[config.mk]
export PLATFORM = sky130hd
export DESIGN_NAME = alu_seq_ctrl
export DESIGN_NICKNAME = d
export VERILOG_FILES = /design/src/rtl/alu_pkg.sv /design/src/rtl/alu_div_iter.sv /design/src/rtl/alu_seq_ctrl.sv
export SDC_FILE = /design/constraint.sdc
export NUM_CORES = 2
export LEC_CHECK = 0
export BUFFER_PORTS_ARGS = -buffer_cell sky130_fd_sc_hd__buf_4
export CAP_MARGIN = 20
export CORE_UTILIZATION = 25
export CTS_CLUSTER_SIZE = 30
export DETAILED_ROUTE_END_ITERATION = 16
export RECOVER_POWER = 50
export SETUP_SLACK_MARGIN = 0.1
export SYNTH_ARGS = -nofsm -noshare
export SYNTH_HDL_FRONTEND = slang
export SYNTH_SLANG_ARGS = --single-unit
[constraint.sdc]
create_clock -name clk -period 10.2 [get_ports clk]
set_input_delay 0.51 -clock clk [delete_from_list [all_inputs] [get_ports clk]]
set_output_delay 0.51 -clock clk [all_outputs]
set_load 0.02 [all_outputs]
[src/rtl/alu_pkg.sv]
// Shared definitions for the sequenced ALU: one-hot op codes, FSM state encoding
// and the quotient returned for a divide by zero.
package alu_pkg;

  localparam logic [12:0] OP_ADD  = 13'd1;
  localparam logic [12:0] OP_SUB  = 13'd2;
  localparam logic [12:0] OP_XOR  = 13'd4;
  localparam logic [12:0] OP_OR   = 13'd8;
  localparam logic [12:0] OP_AND  = 13'd16;
  localparam logic [12:0] OP_SLL  = 13'd32;
  localparam logic [12:0] OP_SRL  = 13'd64;
  localparam logic [12:0] OP_SRA  = 13'd128;
  localparam logic [12:0] OP_SLT  = 13'd256;
  localparam logic [12:0] OP_SLTU = 13'd512;
  localparam logic [12:0] OP_MUL  = 13'd1024;
  localparam logic [12:0] OP_DIV  = 13'd2048;
  localparam logic [12:0] OP_REM  = 13'd4096;

  typedef enum logic [1:0] {
    ST_IDLE = 2'd0,
    ST_MUL  = 2'd1,
    ST_DIV  = 2'd2,
    ST_DONE = 2'd3
  } state_t;

  localparam logic [63:0] DIV0_QUOT = 64'h0000_0000_FFFF_FFFF;

endpackage

[src/rtl/alu_div_iter.sv]
// Restoring unsigned divider, one quotient bit per cycle; the first bit resolves on the
// start cycle so o_done rises XLEN-1 cycles after the start edge. i_clear aborts the run.
module alu_div_iter #(
  parameter int XLEN = 32
) (
  input  logic            clk,
  input  logic            rst_n,
  input  logic            i_clear,
  input  logic            i_start,
  input  logic [XLEN-1:0] i_a,
  input  logic [XLEN-1:0] i_b,
  output logic            o_done,
  output logic [XLEN-1:0] o_quot,
  output logic [XLEN-1:0] o_rem
);

  localparam int CW = $clog2(XLEN + 1);

  logic [XLEN-1:0] r_rem;
  logic [XLEN-1:0] r_quot;
  logic [XLEN-1:0] r_dsr;
  logic [CW-1:0]   r_cnt;
  logic            r_run;

  logic [XLEN-1:0] w_rem_cur;
  logic [XLEN-1:0] w_dvd_cur;
  logic [XLEN-1:0] w_dsr_cur;
  logic [XLEN:0]   w_trial;
  logic [XLEN-1:0] w_diff;
  logic            w_ge;
  logic [XLEN-1:0] w_rem_nxt;
  logic [XLEN-1:0] w_quot_nxt;

  // r_quot doubles as the dividend shift register: dividend bits leave at the top
  // while quotient bits enter at the bottom.
  always_comb begin
    w_rem_cur  = i_start ? '0  : r_rem;
    w_dvd_cur  = i_start ? i_a : r_quot;
    w_dsr_cur  = i_start ? i_b : r_dsr;
    w_trial    = {w_rem_cur, w_dvd_cur[XLEN-1]};
    w_ge       = (w_trial >= {1'b0, w_dsr_cur});
    w_diff     = w_trial[XLEN-1:0] - w_dsr_cur;
    w_rem_nxt  = w_ge ? w_diff : w_trial[XLEN-1:0];
    w_quot_nxt = {w_dvd_cur[XLEN-2:0], w_ge};
  end

  always_ff @(posedge clk or negedge rst_n) begin
    if (!rst_n) begin
      r_rem  <= '0;
      r_quot <= '0;
      r_dsr  <= '0;
      r_cnt  <= '0;
      r_run  <= 1'b0;
    end else if (i_clear) begin
      r_cnt  <= '0;
      r_run  <= 1'b0;
    end else if (i_start) begin
      r_rem  <= w_rem_nxt;
      r_quot <= w_quot_nxt;
      r_dsr  <= i_b;
      r_cnt  <= CW'(XLEN - 1);
      r_run  <= 1'b1;
    end else if (r_run) begin
      if (r_cnt != '0) begin
        r_rem  <= w_rem_nxt;
        r_quot <= w_quot_nxt;
        r_cnt  <= r_cnt - 1'b1;
      end else begin
        r_run  <= 1'b0;
      end
    end
  end

  assign o_done = r_run && (r_cnt == '0);
  assign o_quot = r_quot;
  assign o_rem  = r_rem;

endmodule

[src/rtl/alu_seq_ctrl.sv]
// One-op-in-flight ALU sequencer; latency 1 (simple ops), MUL_LAT (mul), XLEN+1 (div/rem, or 1
// with ALU_DIV_EARLY_EN when b==0 or a<b). Result held until out_ready; accepts while idle or draining.
module alu_seq_ctrl
  import alu_pkg::*;
#(
  parameter int XLEN    = 32,
  parameter int MUL_LAT = 2,
  parameter int TAG_W   = 5
) (
  input  logic              clk,
  input  logic              rst_n,
  input  logic              flush,
  input  logic              in_valid,
  output logic              in_ready,
  input  logic [12:0]       in_op,
  input  logic [XLEN-1:0]   in_a,
  input  logic [XLEN-1:0]   in_b,
  input  logic [TAG_W-1:0]  in_tag,
  output logic              out_valid,
  input  logic              out_ready,
  output logic [2*XLEN-1:0] out_result,
  output logic [TAG_W-1:0]  out_tag,
  output logic              busy
);

  localparam int SHW = $clog2(XLEN);

  state_t              r_state;
  logic                r_out_valid;
  logic [2*XLEN-1:0]   r_result;
  logic [TAG_W-1:0]    r_tag;
  logic [XLEN-1:0]     r_a;
  logic [XLEN-1:0]     r_b;
  logic                r_is_rem;
  logic [2:0]          r_mul_cnt;

  logic                w_accept;
  logic                w_is_mul;
  logic                w_is_div;
  logic                w_div_short;
  logic                w_div_start;
  logic                w_div_done;
  logic [XLEN-1:0]     w_div_quot;
  logic [XLEN-1:0]     w_div_rem;
  logic [SHW-1:0]      w_sh;
  logic [XLEN-1:0]     w_res32;
  logic [2*XLEN-1:0]   w_alu_res;
  logic [XLEN-1:0]     w_mul_a;
  logic [XLEN-1:0]     w_mul_b;
  logic [2*XLEN-1:0]   w_mul_prod;

  assign in_ready = rst_n && !flush &&
                    ((r_state == ST_IDLE) || ((r_state == ST_DONE) && out_ready));
  assign w_accept = in_valid && in_ready;
  assign w_is_mul = (in_op == OP_MUL);
  assign w_is_div = (in_op == OP_DIV) || (in_op == OP_REM);
  assign w_sh     = in_b[SHW-1:0];

`ifdef ALU_DIV_EARLY_EN
  logic [2*XLEN-1:0] w_short_res;
  assign w_div_short = (in_b == '0) || (in_a < in_b);
  assign w_short_res = (in_op == OP_REM) ? {{XLEN{1'b0}}, in_a} :
                       (in_b == '0)      ? (2*XLEN)'(DIV0_QUOT) : '0;
`else
  assign w_div_short = 1'b0;
`endif

  assign w_div_start = w_accept && w_is_div && !w_div_short;

  // Any op code that is not exactly one of the single-cycle encodings lands in default -> 0.
  always_comb begin
    w_res32 = '0;
    case (in_op)
      OP_ADD:  w_res32 = in_a + in_b;
      OP_SUB:  w_res32 = in_a - in_b;
      OP_XOR:  w_res32 = in_a ^ in_b;
      OP_OR:   w_res32 = in_a | in_b;
      OP_AND:  w_res32 = in_a & in_b;
      OP_SLL:  w_res32 = in_a << w_sh;
      OP_SRL:  w_res32 = in_a >> w_sh;
      OP_SRA:  w_res32 = $signed(in_a) >>> w_sh;
      OP_SLT:  w_res32 = {{(XLEN-1){1'b0}}, ($signed(in_a) < $signed(in_b))};
      OP_SLTU: w_res32 = {{(XLEN-1){1'b0}}, (in_a < in_b)};
      default: w_res32 = '0;
    endcase
    w_alu_res = {{XLEN{1'b0}}, w_res32};
  end

  // One shared multiplier: live operands when MUL_LAT==1, latched ones while counting.
  assign w_mul_a    = (r_state == ST_MUL) ? r_a : in_a;
  assign w_mul_b    = (r_state == ST_MUL) ? r_b : in_b;
  assign w_mul_prod = (2*XLEN)'(w_mul_a) * (2*XLEN)'(w_mul_b);

  alu_div_iter #(.XLEN(XLEN)) u_div (
    .clk     (clk),
    .rst_n   (rst_n),
    .i_clear (flush),
    .i_start (w_div_start),
    .i_a     (in_a),
    .i_b     (in_b),
    .o_done  (w_div_done),
    .o_quot  (w_div_quot),
    .o_rem   (w_div_rem)
  );

  always_ff @(posedge clk or negedge rst_n) begin
    if (!rst_n) begin
      r_state     <= ST_IDLE;
      r_out_valid <= 1'b0;
      r_result    <= '0;
      r_tag       <= '0;
      r_a         <= '0;
      r_b         <= '0;
      r_is_rem    <= 1'b0;
      r_mul_cnt   <= '0;
    end else if (flush) begin
      r_state     <= ST_IDLE;
      r_out_valid <= 1'b0;
      r_mul_cnt   <= '0;
    end else begin
      case (r_state)
        ST_MUL: begin
          if (r_mul_cnt <= 3'd1) begin
            r_state     <= ST_DONE;
            r_out_valid <= 1'b1;
            r_result    <= w_mul_prod;
          end else begin
            r_mul_cnt   <= r_mul_cnt - 3'd1;
          end
        end
        ST_DIV: begin
          if (w_div_done) begin
            r_state     <= ST_DONE;
            r_out_valid <= 1'b1;
            r_result    <= {{XLEN{1'b0}}, (r_is_rem ? w_div_rem : w_div_quot)};
          end
        end
        ST_DONE: begin
          if (out_ready) begin
            r_state     <= ST_IDLE;
            r_out_valid <= 1'b0;
          end
        end
        default: ;
      endcase

      // An accept in DONE overrides the drain transition above.
      if (w_accept) begin
        r_a      <= in_a;
        r_b      <= in_b;
        r_tag    <= in_tag;
        r_is_rem <= (in_op == OP_REM);
        if (w_is_mul) begin
          if (MUL_LAT <= 1) begin
            r_state     <= ST_DONE;
            r_out_valid <= 1'b1;
            r_result    <= w_mul_prod;
          end else begin
            r_state     <= ST_MUL;
            r_out_valid <= 1'b0;
            r_mul_cnt   <= 3'(MUL_LAT - 1);
          end
        end else if (w_is_div && !w_div_short) begin
          r_state     <= ST_DIV;
          r_out_valid <= 1'b0;
        end
`ifdef ALU_DIV_EARLY_EN
        else if (w_is_div) begin
          r_state     <= ST_DONE;
          r_out_valid <= 1'b1;
          r_result    <= w_short_res;
        end
`endif
        else begin
          r_state     <= ST_DONE;
          r_out_valid <= 1'b1;
          r_result    <= w_alu_res;
        end
      end
    end
  end

  assign out_valid  = r_out_valid;
  assign out_result = r_result;
  assign out_tag    = r_tag;
  assign busy       = (r_state != ST_IDLE);

endmodule
==> summary.md <==
| Metric | Value |
|---|---|
| Outcome | finished with violations |
| Failing checks | capacitance limit, slew limit |
| Final worst path period share | about 96% |
| Total global-route track usage | approximately 21% |
| GRT Residual Overflow | 0 |
| Crit path max-delay cell type | o21a_1 |
| Core Area | about 0.21 mm^2 |
| WP data arrival | 10.29 ns |
| Delay of the slowest cell on the worst path | 0.58 ns |
| Pins Over Slew Limit | 253 |
| Syn Nets | about 8000 |
| EDFF count, synth | 0 |
| #FFs+latches synth | about 240 |
| Vias/cell | around 5.2 |
| Post-Synthesis Cells | around 6500 |
| Worst-path fanout max | 17 |
| Final hold vios | 0 |
| CP required | between 10 and 15 ns |
| Vias in the first global route | approximately 50000 |
| Fmax | between 0.1 and 0.15 GHz |
| Simple-gate share of the synthesized area | 15.9% |
| Vias | about 49000 |
| Area share of fa/ha/maj cells after synthesis | between 40% and 50% |
| HP Class | in2reg |
| Cts bufs inserted | 30 |
| Routed length per placed instance | roughly 24 um |
| Area leader, netlist | fa_1 |
| Setup_tns | 0 ns |
| Detailed placer's ending HPWL | 185 mm |
| Chip height | 467 um |
| Pin count of the biggest net entering global routing | 132 |
| CTS tree | built |
| Pre-Repair DR Iteration Count | 6 |
| Post-DRT Antenna Nets | 0 |
| FP Rows | 170 |
| GP Congestion | ~1 |
| Clock buffer depth | 3 |
| # IOs | about 160 |
| Clk_lat worst skew | between 0.6 and 0.7 ns |
| Synth warn | 0 |
| Synth Flop Type | dfrtp_1 |
| Setup Viol. Count Final | 0 |
| I/O Buffers | 158 |
| Final wirelength | approximately 230 mm |
| Crit end category | flip-flop |
| Syn Area/Cell | between 8 and 9 um^2 |
| Initial DRC count | roughly 5200 |
| Slew HR | -148% |
| Yosys cell types | 90 |
| Initial antenna violation count | 18 |
| Area contributors post-synth | fa_1 33%, dfrtp_1 11%, ha_1 9.2% |
| Largest family of logic cells by synthesized area | adder cells |
| Sequential share of the synthesized area | a little under an eighth |
| Clock skew | approximately 0.035 ns |
| Measured slew at the worst slew-check pin | around 3.7 ns |
| Synth cell count leaders | 1001 x inv_1, 899 x fa_1, 864 x nor2_1, 851 x nand2_1, 399 x ha_1 |
| Clk slew on worst S/H paths | ~0.070 ns |
| Post-Synth XOR/XNOR Area | 1.67% |
| CTS Sinks | 243 |
| Post-route minimum period | between 9 and 10 ns |
| H-Tree Depth | 1 |
| Synthesized cell area | approximately 0.054 mm^2 |
| Mux cell area share after synthesis | approximately 4.3% |
| DRC Markers | 0 |
| Area fraction of the dominant cell type after synthesis | roughly a third |
| P&R area growth vs syn | 11.2% |
| Filler Cells Inserted | approximately 23000 |
| Complex-gate fraction of the synthesized area | 14.4% |
| First-pass GRT wire length | roughly 340 mm |
| R2R Setup Slk | ~0.42 ns |
| Synth async-reset ratio | 100% |
| Layout cells sized above 1 | 7.98% |
| Most common cell in the netlist | inv_1 |
| Crit Path Category | reg2reg |
| Die Width | ~470 um |
| Clk root buf | clkbuf_16 |
| Starting Density | 25.2% |
| RSZ-0062 raised after global routing | no |
| Most used cell, CP | fa_1 |
| Nets@finish | 7916 |
| Worst Setup Start Kind | flip-flop |
| Die footprint | between 0.2 and 0.25 mm^2 |
| MaxCap Viol Count | 4 |
path summary, 6_finish.rpt:
check,to,start,cells past startpoint
min,out_tag[2],in_tag[2],3
max reg2reg,out_result[60],r_state[1],28
max in group asynchronous,u_div.r_dsr[30],rst_n,4
max,out_result[60],r_state[1],28
min reg2reg,u_div.r_dsr[0],u_div.r_dsr[0],2
min in group asynchronous,r_is_rem,rst_n,2
cells in the final DEF, fill, tap and decap left out, types with 19 or more instances in the layout:
cell type,count
a211oi_1,28
a21o_1,103
a21oi_1,282
a221oi_1,40
a22oi_1,26
a31oi_1,60
and2_1,52
and3_1,32
buf_4,315
clkbuf_1,76
clkbuf_16,30
dfrtp_1,242
fa_1,899
ha_1,398
inv_1,999
mux2i_1,72
mux4_2,65
nand2_1,851
nand2b_1,30
nand3_1,36
nand4_1,31
nor2_1,864
nor3_1,60
o211ai_1,32
o21a_1,73
o21ai_0,272
o21ai_1,86
o21bai_1,36
o22ai_1,32
or3_1,19
xnor2_1,62
xor2_1,41
routing by layer:
| metal | global-route usage [%] | routed length, um |
|---|---|---|
| met2 | 32.3 | 101000 |
| met3 | 3.65 | 20900 |
| met1 | 27.0 | 91900 |
| met4 | 12.1 | 15700 |
| met5 | 0 | 82 |
metrics by stage:
stage / hold WS [ns] / utilization [%] / instance area (um^2) / instances / setup slack (ns)
2_1_floorplan: 0.214 / - / 54000 / 6494 / 1.55
3_3_place_gp: 0.429 / 27.6 / 59100 / 9328 / 0.266
3_5_place_dp: 0.432 / 27.6 / 59200 / 9332 / 0.211
4_1_cts: 0.0238 / 28.1 / 60300 / 9388 / 0.158
5_1_grt: 0.0610 / 28.0 / 60100 / 9395 / 0.113
6_report: 0.0562 / 28.0 / 60100 / 9399 / 0.416
worst max-delay path: cells and delay by family (launching register included):
family	cells	cell delay (ns)
AO/OA/AOI/OAI	9	2.63
XOR/XNOR	1	0.34
adder cells (fa/ha/maj)	10	4.57
buffers and inverters	6	1.01
flip-flops	1	0.41
AND/OR/NAND/NOR	2	0.66
state kept, by name, summed over array words and instances (netlist names):
signal / flops
u_div.r_cnt: 6
u_div.r_dsr: 32
r_b: 32
u_div.r_run: 1
r_state: 2
u_div.o_rem: 32
out_result: 64
out_tag: 5
out_valid: 1
r_mul_cnt: 3
u_div.o_quot: 32
r_is_rem: 1
r_a: 32
cell families after synthesis:
kind of cell / count (synthesis)
simple gates: 2063
buf+inv: 1401
fa+ha+maj: 1298
compound gates: 1235
flops: 243
mux: 151
xor+xnor: 103
what timing repair did:
action,in CTS,in global routing
buffers inserted,0,2
endpoints found under the hold margin,24,0
endpoints found under the setup margin,0,15
hold buffers,1,0
resized for setup,0,5
cell type report:
cell class	count	area (um^2)	share of cell area [%]
multi-input combinational	4850	42700	71.1
antenna	7	17.5	0.0292
sequential	243	6080	10.1
tap	2838	3550	5.91
clock inverter	20	307	0.510
inverter	1004	3770	6.27
timing repair buffer	402	2820	4.70
clock buffer	35	800	1.33
Power is not shown: default switching activity piles up to over one toggle a cycle in this logic, so the estimate is an artifact.
